===== config.mk =====
export PLATFORM = sky130hd
export DESIGN_NAME = sram_access_ctrl
export DESIGN_NICKNAME = d
export VERILOG_FILES = /design/src/rtl/sram_ctrl_pkg.sv /design/src/rtl/sram_lane_merge.sv /design/src/rtl/sram_access_ctrl.sv
export SDC_FILE = /design/constraint.sdc
export NUM_CORES = 1
export LEC_CHECK = 0
export ABC_AREA = 1
export CAP_MARGIN = 20
export CORE_ASPECT_RATIO = 0.6
export CORE_MARGIN = 3
export CORE_UTILIZATION = 25
export DETAILED_ROUTE_END_ITERATION = 12
export GPL_TIMING_DRIVEN = 1
export PLACE_DENSITY = 0.46
export SYNTH_ARGS = -nofsm -noshare
export SYNTH_HDL_FRONTEND = slang
export SYNTH_HIERARCHICAL = 1
export SYNTH_SLANG_ARGS = --single-unit

===== constraint.sdc =====
create_clock -name HCLK -period 2.45 [get_ports HCLK]
set_input_delay 0.3675 -clock HCLK [delete_from_list [all_inputs] [get_ports HCLK]]
set_output_delay 0.3675 -clock HCLK [all_outputs]
set_load 0.02 [all_outputs]

===== src/rtl/sram_ctrl_pkg.sv =====
// Shared types for the SRAM access controller.
//   size_t  : request access size as encoded on req_size
//   state_t : controller FSM states
//   is_misaligned() : natural-alignment check for a size / low address pair
package sram_ctrl_pkg;

    typedef enum logic [1:0] {
        SZ_BYTE = 2'b00,
        SZ_HALF = 2'b01,
        SZ_WORD = 2'b10,
        SZ_ILL  = 2'b11
    } size_t;

    typedef enum logic [2:0] {
        IDLE,
        RD,
        RD_CAP,
        WR,
        RESP
    } state_t;

    function automatic logic is_misaligned(input size_t sz, input logic [1:0] lo);
        case (sz)
            SZ_HALF: is_misaligned = lo[0];
            SZ_WORD: is_misaligned = (lo != 2'b00);
            default: is_misaligned = 1'b0;
        endcase
    endfunction

endpackage


===== src/rtl/sram_lane_merge.sv =====
// Combinational byte-lane logic between the 32-bit SRAM word and the
// right-aligned CPU data (little-endian lanes).
//   i_old_word   : word as read from SRAM
//   i_new_data   : right-aligned store data
//   i_size       : access size
//   i_lane       : byte address bits [1:0]
//   i_unsigned   : zero-extend loads when 1, sign-extend when 0
//   o_store_word : i_old_word with the addressed lane replaced by i_new_data
//   o_load_word  : addressed lane extracted and extended to 32 bits
module sram_lane_merge
    import sram_ctrl_pkg::*;
(
    input  logic [31:0] i_old_word,
    input  logic [31:0] i_new_data,
    input  size_t       i_size,
    input  logic [1:0]  i_lane,
    input  logic        i_unsigned,
    output logic [31:0] o_store_word,
    output logic [31:0] o_load_word
);

    logic [4:0]  w_byte_sh;
    logic [4:0]  w_half_sh;
    logic [7:0]  w_byte;
    logic [15:0] w_half;

    assign w_byte_sh = {i_lane, 3'b000};
    assign w_half_sh = {i_lane[1], 4'b0000};
    assign w_byte    = i_old_word[w_byte_sh +: 8];
    assign w_half    = i_old_word[w_half_sh +: 16];

    always_comb begin
        o_store_word = i_old_word;
        o_load_word  = i_old_word;
        case (i_size)
            SZ_BYTE: begin
                o_store_word[w_byte_sh +: 8] = i_new_data[7:0];
                o_load_word = {{24{w_byte[7] & ~i_unsigned}}, w_byte};
            end
            SZ_HALF: begin
                o_store_word[w_half_sh +: 16] = i_new_data[15:0];
                o_load_word = {{16{w_half[15] & ~i_unsigned}}, w_half};
            end
            SZ_WORD: begin
                o_store_word = i_new_data;
            end
            default: ;
        endcase
    end

endmodule


===== src/rtl/sram_access_ctrl.sv =====
// CPU-side initiator for the word-wide on-chip SRAM. Accepts one byte/half/
// word load or store at a time over valid/ready, performs read-modify-write
// for sub-word stores, and returns extended load data over valid/ready.
//   HCLK, HRESET         : clock, synchronous active-high reset
//   req_*                : request channel (valid/ready, we, size, unsigned, addr, wdata)
//   resp_*               : response channel (valid/ready, rdata, err)
//   sram_write_enable    : SRAM write strobe, one cycle per store
//   sram_address         : SRAM word index, zero-extended
//   sram_write_data      : SRAM write word
//   sram_read_data       : SRAM read word, valid one cycle after sram_address
// All outputs are registered.
//
// state  | meaning
// IDLE   | req_ready high, waiting for a request
// RD     | SRAM address presented for a read
// RD_CAP | SRAM read data available; load result or merged store word formed
// WR     | sram_write_enable high for one cycle
// RESP   | resp_valid high until resp_ready
module sram_access_ctrl
    import sram_ctrl_pkg::*;
#(
    parameter int RAM_SIZE = 1024,
    parameter int ADDR_W   = $clog2(RAM_SIZE)
) (
    input  logic        HCLK,
    input  logic        HRESET,
    input  logic        req_valid,
    output logic        req_ready,
    input  logic        req_we,
    input  logic [1:0]  req_size,
    input  logic        req_unsigned,
    input  logic [31:0] req_addr,
    input  logic [31:0] req_wdata,
    output logic        resp_valid,
    input  logic        resp_ready,
    output logic [31:0] resp_rdata,
    output logic        resp_err,
    output logic        sram_write_enable,
    output logic [31:0] sram_address,
    output logic [31:0] sram_write_data,
    input  logic [31:0] sram_read_data
);

    state_t            r_state;
    state_t            w_state_nxt;

    logic              r_req_ready;
    logic              r_resp_valid;
    logic              r_resp_err;
    logic [31:0]       r_resp_rdata;
    logic              r_sram_we;
    logic [31:0]       r_sram_wdata;
    logic [ADDR_W-1:0] r_word_idx;

    logic              r_we;
    size_t             r_size;
    logic              r_unsigned;
    logic [1:0]        r_lane;
    logic [31:0]       r_wdata;

    size_t             w_req_size;
    logic              w_accept;
    logic              w_oor;
    logic              w_req_err;
    logic              w_word_store;
    logic [31:0]       w_store_word;
    logic [31:0]       w_load_word;

    assign w_req_size   = size_t'(req_size);
    assign w_accept     = (r_state == IDLE) && r_req_ready && req_valid;
    assign w_oor        = ({2'b00, req_addr[31:2]} >= 32'(RAM_SIZE));
    assign w_req_err    = (w_req_size == SZ_ILL)
                        || is_misaligned(w_req_size, req_addr[1:0])
                        || w_oor;
    assign w_word_store = req_we && (w_req_size == SZ_WORD);

    // Lane logic works directly on sram_read_data during RD_CAP.
    sram_lane_merge u_lane_merge (
        .i_old_word   (sram_read_data),
        .i_new_data   (r_wdata),
        .i_size       (r_size),
        .i_lane       (r_lane),
        .i_unsigned   (r_unsigned),
        .o_store_word (w_store_word),
        .o_load_word  (w_load_word)
    );

    always_ff @(posedge HCLK) begin
        if (HRESET) begin
            r_state <= IDLE;
        end else begin
            r_state <= w_state_nxt;
        end
    end

    always_comb begin
        w_state_nxt = r_state;
        case (r_state)
            IDLE: begin
                if (w_accept) begin
                    if (w_req_err) begin
                        w_state_nxt = RESP;
                    end else if (w_word_store) begin
                        w_state_nxt = WR;
                    end else begin
                        w_state_nxt = RD;
                    end
                end
            end
            RD:      w_state_nxt = RD_CAP;
            RD_CAP:  w_state_nxt = r_we ? WR : RESP;
            WR:      w_state_nxt = RESP;
            RESP: begin
                if (resp_ready) begin
                    w_state_nxt = IDLE;
                end
            end
            default: w_state_nxt = IDLE;
        endcase
    end

    // Output and request-capture registers, loaded from the current state so
    // every output is a flop.
    always_ff @(posedge HCLK) begin
        if (HRESET) begin
            r_req_ready  <= 1'b0;
            r_resp_valid <= 1'b0;
            r_resp_err   <= 1'b0;
            r_resp_rdata <= '0;
            r_sram_we    <= 1'b0;
            r_sram_wdata <= '0;
            r_word_idx   <= '0;
            r_we         <= 1'b0;
            r_size       <= SZ_BYTE;
            r_unsigned   <= 1'b0;
            r_lane       <= 2'b00;
            r_wdata      <= '0;
        end else begin
            r_req_ready <= (w_state_nxt == IDLE);
            r_sram_we   <= 1'b0;
            case (r_state)
                IDLE: begin
                    if (w_accept) begin
                        r_we       <= req_we;
                        r_size     <= w_req_size;
                        r_unsigned <= req_unsigned;
                        r_lane     <= req_addr[1:0];
                        r_wdata    <= req_wdata;
                        if (w_req_err) begin
                            r_resp_valid <= 1'b1;
                            r_resp_err   <= 1'b1;
                            r_resp_rdata <= '0;
                        end else begin
                            r_word_idx <= req_addr[ADDR_W+1:2];
                            if (w_word_store) begin
                                r_sram_we    <= 1'b1;
                                r_sram_wdata <= req_wdata;
                            end
                        end
                    end
                end
                RD_CAP: begin
                    if (r_we) begin
                        r_sram_we    <= 1'b1;
                        r_sram_wdata <= w_store_word;
                    end else begin
                        r_resp_valid <= 1'b1;
                        r_resp_err   <= 1'b0;
                        r_resp_rdata <= w_load_word;
                    end
                end
                WR: begin
                    r_resp_valid <= 1'b1;
                    r_resp_err   <= 1'b0;
                    r_resp_rdata <= '0;
                end
                RESP: begin
                    if (resp_ready) begin
                        r_resp_valid <= 1'b0;
                        r_resp_err   <= 1'b0;
                        r_resp_rdata <= '0;
                    end
                end
                default: ;
            endcase
        end
    end

    assign req_ready         = r_req_ready;
    assign resp_valid        = r_resp_valid;
    assign resp_err          = r_resp_err;
    assign resp_rdata        = r_resp_rdata;
    assign sram_write_enable = r_sram_we;
    assign sram_write_data   = r_sram_wdata;
    assign sram_address      = 32'(r_word_idx);

endmodule


==> results.md, run 1 <==
* R2R setup slack at 270 ps
* R2R cell count at 9
* Slew @ Worst Pin at 752.2 ps
* Worst endpoint required time at 2790 ps
* TritonCTS sink count at 119
* Worst reg2reg path endpoint: sram_write_data[0]
* Synthesized cell area at 7382 sq um
* Leakage at 0.004366 uW
* I/O pin cnt at 204
* CTS tree: done
* Max Slew Vio Count at 0
* Iter 0 DRT Violations at 877
* Clk_skew at 10.97 ps
* Number of port buffers at 181
* Post-Route WL at 31.97 mm
* Drt pass-1 iters at 5
* Clk pin slew, worst setup/hold paths at 50 ps
* DP Area at 9654 sq um
* Endpoints failing setup at 0
* Postcts setup bufs at 0
* Fmax at 0.4579 GHz
* RSZ-0062 raised after global routing: no
* Slew margin rel. at 49.85%
* Synth Instances at 1,229
* Warning count from the yosys run at 6
* Worst hold path class: reg -> reg
* Post-detail-place hpwl at 24.90 mm
* DR vias at 8,658
* Post-synthesis cell type count at 35
* Run status: finished clean
* Crit path to: sram_write_data[0]
* Drt via density at 4.768
* Share of the synthesized area in the top cell type at 32.27%
* Global-route wire length before repair at 48.33 mm
* RePlAce Congestion at 0.9465
* Die Area at 31,690 sq um
* Leading post-synthesis cells by cell area: dfxtp_1, nand2_1, a21oi_1
* Die X at 227.8 microns
* CTS Buf Count at 17
* Worst setup path start: r_size[1]
* ANT nets after route at 0
* Post-synthesis sequential area ratio at 32.27%
* Synth-to-layout area growth at 38.86%
* FF-to-FF Start: r_size[1]
* Final TNS setup at 0 ps
* Drc violations at 0
* Final instance area at 10,250 sq um
* Largest area contributor in the netlist: dfxtp_1
* Std cell rows at 48
* Remaining global-route overflow at 0
* Max-cap violations at 0
* Share of cells above drive strength 1 at 7.345%
* Routed wire per std cell at 17.61 microns
* Nets at 1,515
* Final core utilization at 35.49%
* CP endpoint kind: flop
* Commonest non-fill, non-tap cell in the layout: nand2_1
* Core Region at 28,890 sq um
* Worst IR Drop VDD at 426.4 uV
* Largest net degree at the start of global routing at 71
* Hold-fix buffers, CTS at 0
* Most frequent cells in the layout: nand2_1, clkdlybuf4s50_1, nor2_1, dfxtp_1, a21oi_1
* Vias in the first global route at 7,932
* Crit path time final at 2184 ps
* Initial antenna violation count at 0
* Synthesis-stage register bit count at 119
* Starting density of the core at 25.55%
* Setup Crit Path Kind: reg -> reg
* Ant diodes at 0
* GRT Total Usage at 19.75%
* Fin Hold WS at 460.2 ps
* Post-CTS sizing at 0
* Critical path peak fanout at 12
* H-tree depth at 4
* Mapped Avg Cell Area at 6.007 sq um
* Buffer levels on the longest clock path at 2
* Root Buffer: clkbuf_16
* Worst path arrival time at 2530 ps
* Hold Fails Final Rpt at 0
* Die Ht at 139.1 microns
* Clk Latency, worst-skew pair at 430 ps
* Pwr Density at 871.8 nW/um^2
* Startpoint types: flop
* Filler cells at 3,215
* Final worst-path cycle share at 89.14%
==> metrics by stage <==
stage | setup WS (ps) | instances | power [uW]
detailed placement | 43.21 | 1784 | 6354
finish | 266.0 | 1816 | 8937
global placement | 35.68 | 1784 | 6362
floorplan | 435.6 | 1250 | 4911
global route | 59.77 | 1816 | 9523
CTS | 352.1 | 1816 | 8961
==> flip-flops by register name (all words and copies together), names as in the netlist, 2 cells and up <==
signal	flops
r_wdata	32
r_state	3
r_word_idx	10
sram_write_data	32
r_lane	2
r_size	2
resp_rdata	32
==> worst max-delay path, stage by stage (launching register included) <==
cell and delay, ps:
dfxtp_2 400, inv_2 240, nand2_1 250, o21ai_1 550
a21oi_1 190, nand2_1 110, nand2_1 60, nand2_1 100
nand2_1 80, a21oi_1 130
==> layer usage <==
metal / share of wire [%] / GRT usage (%)
met5: 0 / 0
met4: 0.80 / 4.374
met3: 6.9 / 3.736
met2: 39 / 26.18
met1: 53 / 31.88
==> kinds of logic after synthesis <==
| group | count (synthesis) | synth area share, % |
|---|---|---|
| simple gates | 758 | 42.37 |
| compound gates | 191 | 13.53 |
| buf+inv | 152 | 10.42 |
| flops | 119 | 32.27 |
| fa+ha+maj | 8 | 1.356 |
| other cells | 1 | 0.05080 |
==> cell type report <==
cell class	count	area, sq um	area share (%)
multi-input combinational	979	4309	42.04
clock inverter	7	91.34	0.8910
timing repair buffer	230	2250	21.95
tap	400	500.5	4.882
clock buffer	25	505.5	4.931
sequential	119	2385	23.26
inverter	56	210.2	2.051
==> synthesized netlist by cell type (all sizes together) <==
master,instances
dfxtp,119
clkbuf,33
nand4,17
o21a,1
o21ai,69
nor2,144
or2,6
a22oi,5
inv,53
o211ai,6
ha,8
nand2,482
clkinv,3
o22ai,6
a21oi,103
and2,4
a31oi,1
nand3,105
buf,63
conb,1
==> power by group <==
part	switching, uW	internal (uW)
combinational	2520	1330
clock	937	1630
sequential	295	2220
total	3760	5180
==> worst min-delay path by stage <==
stage / end / slack, ps / cells after the start / start
floorplan: r_we / 470 / 2 / r_we
global placement: resp_rdata[18] / 450 / 2 / resp_rdata[18]
detailed placement: resp_rdata[31] / 460 / 2 / resp_rdata[31]
CTS: resp_rdata[26] / 460 / 2 / resp_rdata[26]
global route: resp_rdata[5] / 480 / 2 / resp_rdata[5]
finish: resp_rdata[26] / 460 / 2 / resp_rdata[26]
Power figures use the tool's default switching activity.
==> inputs of run 2 (changes only) <==
- clock period: 2.45 -> 2.15 ns (I/O delays scaled with it)
==> run 2 against run 1 <==
  * Critical path depth is 3 higher
  * Cell count is 1.3% higher
  * Via count fell by 0.24%
  * First-iteration DRC count decreased by 0.23%
  * Utilization is 0.60 points higher
  * Combinational power grew 19%
  * Register-to-register slack worse by 80 ps
  * Critical endpoint is now req_ready
  * Largest cell class unchanged
==> results.md, run 2 (same netlist as run 1, synthesis figures left out) <==
* Fmax at 0.5075 GHz
* Buffer levels on the longest clock path at 2 (unchanged)
* Initial antenna violation count at 0 (unchanged)
* FF-to-FF Start: r_lane[1]
* Area of the multi-input gates at 4322 sq um (+0.29%)
* Worst endpoint required time at 2480 ps (-310 ps)
* WL met3 at 2.479 mm (+12%)
* Metal-1 WL at 16.81 mm (-0.89%)
* Startpoint types: input port
* Drt via density at 4.694 (-1.5%)
* Routed wire per std cell at 17.21 microns (-2.3%)
* Critical path peak fanout at 5 (-7)
* RSZ-0062 raised after global routing: no
* Final core utilization at 36.09% (+0.60 points)
* Worst path arrival time at 2300 ps (-230 ps)
* Iter 0 DRT Violations at 875 (-0.23%)
* Core Region at 28,890 sq um (unchanged)
* Die Area at 31,690 sq um (unchanged)
* Share of cells above drive strength 1 at 8.958% (+1.6 points)
* Synth-to-layout area growth at 41.22%
* Most frequent cells in the layout: nand2_1, clkdlybuf4s50_1, nor2_1, dfxtp_1, a21oi_1
* Nets at 1,539 (+1.6%)
* Final instance area at 10,430 sq um (+1.7%)
* Post-Route WL at 31.66 mm (-0.97%)
* Worst hold path class: reg -> reg
* Leakage at 0.004470 uW (+2.4%)
* Worst IR Drop VDD at 566.9 uV (+33%)
* Clk pin slew, worst setup/hold paths at 60 ps (about the same)
* Post-layout worst setup margin at 179.7 ps (-86.25 ps)
* Max-cap violations at 0 (unchanged)
* H-tree depth at 4 (unchanged)
* Die Ht at 139.1 microns (unchanged)
* Hold-fix buffers, CTS at 0 (unchanged)
* Seq. cell area at 2385 sq um (unchanged)
* Vias in the first global route at 7,970 (+0.48%)
* Routed met2 length at 12.17 mm (-2.9%)
* Setup Crit Path Kind: in -> reg
* Clk Latency, worst-skew pair at 430 ps (about the same)
* CTS tree: done
* Drt pass-1 iters at 5 (unchanged)
* Std cell rows at 48 (unchanged)
* DR vias at 8,637 (-0.24%)
* Commonest non-fill, non-tap cell in the layout: nand2_1
* Fin Hold WS at 460.6 ps (+0.4590 ps)
* GRT Total Usage at 19.60% (-0.15 points)
* Endpoints failing setup at 0 (unchanged)
* Run status: finished clean
* DP Area at 9834 sq um (+1.9%)
* CTS Buf Count at 17 (unchanged)
* Max Slew Vio Count at 0 (unchanged)
* TritonCTS sink count at 119 (unchanged)
* Drc violations at 0 (unchanged)
* Slew margin rel. at 48.27% (-1.6 points)
* Worst setup path start: req_size[0]
* Slew @ Worst Pin at 776.0 ps (+23.73 ps)
* CP endpoint kind: flop
* Top layer in use: met4
* Crit path time final at 1970 ps
* RePlAce Congestion at 0.9291 (-1.8%)
* Starting density of the core at 25.55% (unchanged)
* Remaining global-route overflow at 0 (unchanged)
* Die X at 227.8 microns (unchanged)
* Largest net degree at the start of global routing at 71 (unchanged)
* Hold_sp: resp_rdata[5]
* Ant diodes at 0 (unchanged)
* Dpl ws at -266.3 ps (-309.5 ps)
* Post-detail-place hpwl at 25.03 mm (+0.52%)
* Clk_skew at 7.107 ps (-3.861 ps)
* I/O pin cnt at 204 (unchanged)
* Pwr Density at 981.2 nW/um^2 (+13%)
* Filler cells at 3,195 (-0.62%)
* Number of port buffers at 181 (unchanged)
* Final total power at 10,230 uW (+14%)
* Global-route wire length before repair at 47.92 mm (-0.86%)
* Root Buffer: clkbuf_16
* Final worst-path cycle share at 91.64%
* ANT nets after route at 0 (unchanged)
* Hold Fails Final Rpt at 0 (unchanged)
-- run 2: changes by cell type in the layout (fill, tap and decap cells not counted) --
| cell | previous run | this run |
|---|---|---|
| nand3_1 | 102 | 101 |
| buf_4 | 43 | 67 |
| o21ai_0 | 65 | 64 |
| clkbuf_8 | 5 | 3 |
| clkbuf_1 | 3 | 4 |
| o21ai_1 | 3 | 4 |
| nand2_4 | 1 | 2 |
| clkinv_2 | 3 | 4 |
| ha_2 | 0 | 1 |
| ha_1 | 8 | 7 |
| nand2_2 | 3 | 2 |
| nand3_2 | 2 | 3 |
-- run 2: repair_timing --
item | 4_1_cts | 5_1_grt
gates resized for setup | 0 | 4
setup endpoints to repair | 0 | 6
buffers inserted | 0 | 0
-- run 2: worst max-delay path, cell delays in order --
cell and delay [ps]:
clkdlybuf4s50_1 520, inv_1 80, ha_1 290, nor2_1 100
nand2_1 50, nand2_1 100, nor2_4 80, nor2_1 340
nor2_1 120, nand3_1 90, nor2_1 70, buf_4 130
-- run 2: final timing paths --
path | cells past startpoint | slack [ps] | endpoint
setup reg to reg | 10 | 190 | sram_write_data[19]
setup / recovery | 12 | 180 | req_ready
hold reg to reg | 2 | 460 | resp_rdata[5]
hold / removal | 2 | 460 | resp_rdata[5]
-- run 2: per-layer routing --
| metal | GRT usage [%] | vias to the layer above |
|---|---|---|
| met2 | 25.58 | 290 |
| met5 | 0 | - |
| met4 | 3.472 | 0 |
| met1 | 30.81 | 4029 |
| li1 | - | 4297 |
| met3 | 6.117 | 21 |
-- run 2: power by group --
part | switching, uW | leakage (uW) | internal [uW] | total [uW]
registers | 279 | 0.000966 | 2540 | 2810
logic | 2960 | 0.00322 | 1610 | 4570
clock network | 1060 | 0.000284 | 1790 | 2850
total | 4300 | 0.00447 | 5930 | 10200
-- run 2: metrics by stage --
| stage | cells | setup TNS [ps] |
|---|---|---|
| 5_1_grt | 1840 | 0 |
| 6_report | 1840 | 0 |
| 4_1_cts | 1840 | 0 |
| 3_5_place_dp | 1808 | -14210 |
| 3_3_place_gp | 1808 | -10090 |
| 2_1_floorplan | 1250 | 0 |
-- run 2: layout make-up --
type	count	area share, %
repair buffers	254	23.31
well taps	400	4.801
clock inverters	8	0.9241
inverters	56	2.016
flip-flops and latches	119	22.88
clock buffers	24	4.621
multi-input cells	979	41.45
==> inputs of run 3 (changes only) <==
- CELL_PAD_IN_SITES_DETAIL_PLACEMENT: default -> 0
- CELL_PAD_IN_SITES_GLOBAL_PLACEMENT: default -> 1
- PLACE_DENSITY: 0.46 -> 0.63
==> run 3 against run 2 <==
  * Clock power fell by 2%
  * Register-to-register slack got worse by 60 ps
  * Sequential cell count did not move
  * Cell count fell by 0.33%
  * Worst hold slack improved by 1.2 ps
  * Clock-buffer cell count fell by 4
  * Non-clock buffer count fell by 6
  * Critical endpoint is now sram_write_data[23]
==> results.md, run 3 (same netlist as run 1, synthesis figures left out) <==
* Clk pwr share at 27.2% (-0.6 points)
* Final TNS setup at 0 ps (unchanged)
* Root Buffer: clkbuf_16
* CTS Buf Count at 17 (unchanged)
* CP peak stage delay at 400 ps (-120 ps)
* RePlAce Congestion at 0.9049 (-2.6%)
* Vias in the first global route at 8,043 (+0.92%)
* DR vias at 8,671 (+0.39%)
* Combinational share of power at 45.2% (+0.5 points)
* Worst path bufs/invs at 3 (unchanged)
* Slowest cell on the critical path: dfxtp_1
* Max Slew Vio Count at 0 (unchanged)
* Endpoints failing setup at 0 (unchanged)
* Worst path arrival time at 2390 ps (+90 ps)
* Crit-path cells: inv_1 -> ha_2 -> inv_1 -> nor2_2 -> buf_4 -> nand3_1 -> nand2_1 -> nand2_1 -> nand3_1 -> nand2_1 -> nand2_1 -> nand2_1 -> a21oi_1
* Number of port buffers at 181 (unchanged)
* Max-cap violations at 0 (unchanged)
* Clk_skew at 11.72 ps (+4.613 ps)
* ANT nets after route at 0 (unchanged)
* Slew @ Worst Pin at 750.7 ps (-25.32 ps)
* Fin Hold WS at 461.8 ps (+1.160 ps)
* Fmax at 0.4945 GHz (-2.6%)
* Core Region at 28,890 sq um (unchanged)
* CP endpoint kind: flop
* GRT Total Usage at 20.97% (+1.4 points)
* TritonCTS sink count at 119 (unchanged)
* Clk pin slew, worst setup/hold paths at 60 ps (about the same)
* Std cell rows at 48 (unchanged)
* Hold-fix buffers, CTS at 0 (unchanged)
* Remaining global-route overflow at 0 (unchanged)
* Layout Cells excl Fill at 1,834 (-0.33%)
* Worst endpoint required time at 2520 ps (+40 ps)
* Die Ht at 139.1 microns (unchanged)
* Drt pass-1 iters at 5 (unchanged)
* Iter 0 DRT Violations at 766 (-12%)
* Sw frac at 43.73% (+1.7 points)
* Die Area at 31,690 sq um (unchanged)
* Worst path top cell family by delay: simple AND/OR/NAND/NOR gates
* Startpoint types: flop
* Synth-to-layout area growth at 41.19% (about the same)
* Ant diodes at 0 (unchanged)
* Setup Crit Path Kind: reg -> reg
* Buffer levels on the longest clock path at 2 (unchanged)
* Clk Latency, worst-skew pair at 440 ps (about the same)
* Seq pwr share at 27.7% (+0.2 points)
* Largest net degree at the start of global routing at 71 (unchanged)
* Critical path peak fanout at 6 (+1)
* Pint at 5756 uW (-3.0%)
* Final worst-path cycle share at 94.06% (+2.4 points)
* Starting density of the core at 25.55% (unchanged)
* Crit path time final at 2022 ps (+52.14 ps)
* Leakage at 0.004438 uW (-0.72%)
* Final core utilization at 36.08% (about the same)
* H-tree depth at 4 (unchanged)
* Worst hold path class: reg -> reg
* CTS tree: done
* Run status: finished clean
* Share of cells above drive strength 1 at 9.205% (+0.25 points)
* Commonest non-fill, non-tap cell in the layout: nand2_1
* Routed wire per std cell at 18.41 microns (+7.0%)
* RSZ-0062 raised after global routing: yes
* Drt via density at 4.728 (+0.72%)
* Sw power at 4473 uW (+4.1%)
* Most frequent cells in the layout: nand2_1, clkdlybuf4s50_1, nor2_1, dfxtp_1, a21oi_1
* Hold Fails Final Rpt at 0 (unchanged)
* I/O pin cnt at 204 (unchanged)
* Pwr Density at 981.5 nW/um^2 (about the same)
* Post-Route WL at 33.76 mm (+6.6%)
* Die X at 227.8 microns (unchanged)
* Worst IR Drop VDD at 486.0 uV (-14%)
* Most frequent CP cell: nand2_1
* Nets at 1,533 (-0.39%)
* Initial antenna violation count at 0 (unchanged)
* Drc violations at 0 (unchanged)
* Slew margin rel. at 49.96% (+1.7 points)
* Cell count after placement at 1,802 (-0.33%)
* Post-detail-place hpwl at 26.31 mm (+5.1%)
* Global-route wire length before repair at 50.44 mm (+5.3%)
## run 3: final timing paths
| check | startpoint | slack [ps] | cells after the start | to |
|---|---|---|---|---|
| worst max-delay path | r_lane[0] | 130 | 13 | sram_write_data[23] |
| worst min register to register | resp_err | 460 | 2 | resp_err |
| worst min-delay path | resp_err | 460 | 2 | resp_err |
| worst max register to register | r_lane[0] | 130 | 13 | sram_write_data[23] |
## run 3: cell type report
cell class,count,area [sq um]
inverters,56,210.2
multi-input cells,979,4333
flip-flops and latches,119,2385
repair buffers,248,2435
clock inverters,12,102.6
fillers,3217,18470
clock buffers,20,456.7
well taps,400,500.5
## run 3: power groups by stage
stage	sequential [uW]	clock, uW	combinational [uW]
floorplan	2900	0	2700
detailed placement	2870	0	4530
finish	2830	2780	4620
global route	2860	2950	5080
CTS	2830	2850	4550
global placement	2870	0	4570
## run 3: worst min-delay path: stages (launching register included)
cell	delay [ps]
dfxtp_1	300
nand2_1	60
a21oi_1	50
## run 3: per-layer routing
layer / track usage (%) / part of all wire [%] / vias to the layer above
li1: - / - / 4284
met1: 33.01 / 52 / 4081
met2: 27.53 / 38 / 292
met3: 6.342 / 8.8 / 14
met4: 3.539 / 0.58 / 0
met5: 0 / 0 / -
## run 3: metrics by stage
step                      cell area [sq um]  worst slack, ps  power (uW)
after floorplan                        7461            135.6        5596
after global placement                 9839           -190.9        7449
after detailed placement               9839           -205.5        7404
after CTS                             10400            88.39       10220
after global routing                  10420           -79.13       10890
final                                 10420            127.6       10230
## run 3: what timing repair did
action | CTS | global route
endpoints found under the setup margin | 0 | 30
buffers inserted | 0 | 0
resized for setup | 0 | 9
endpoints found under the hold margin | 0 | 0
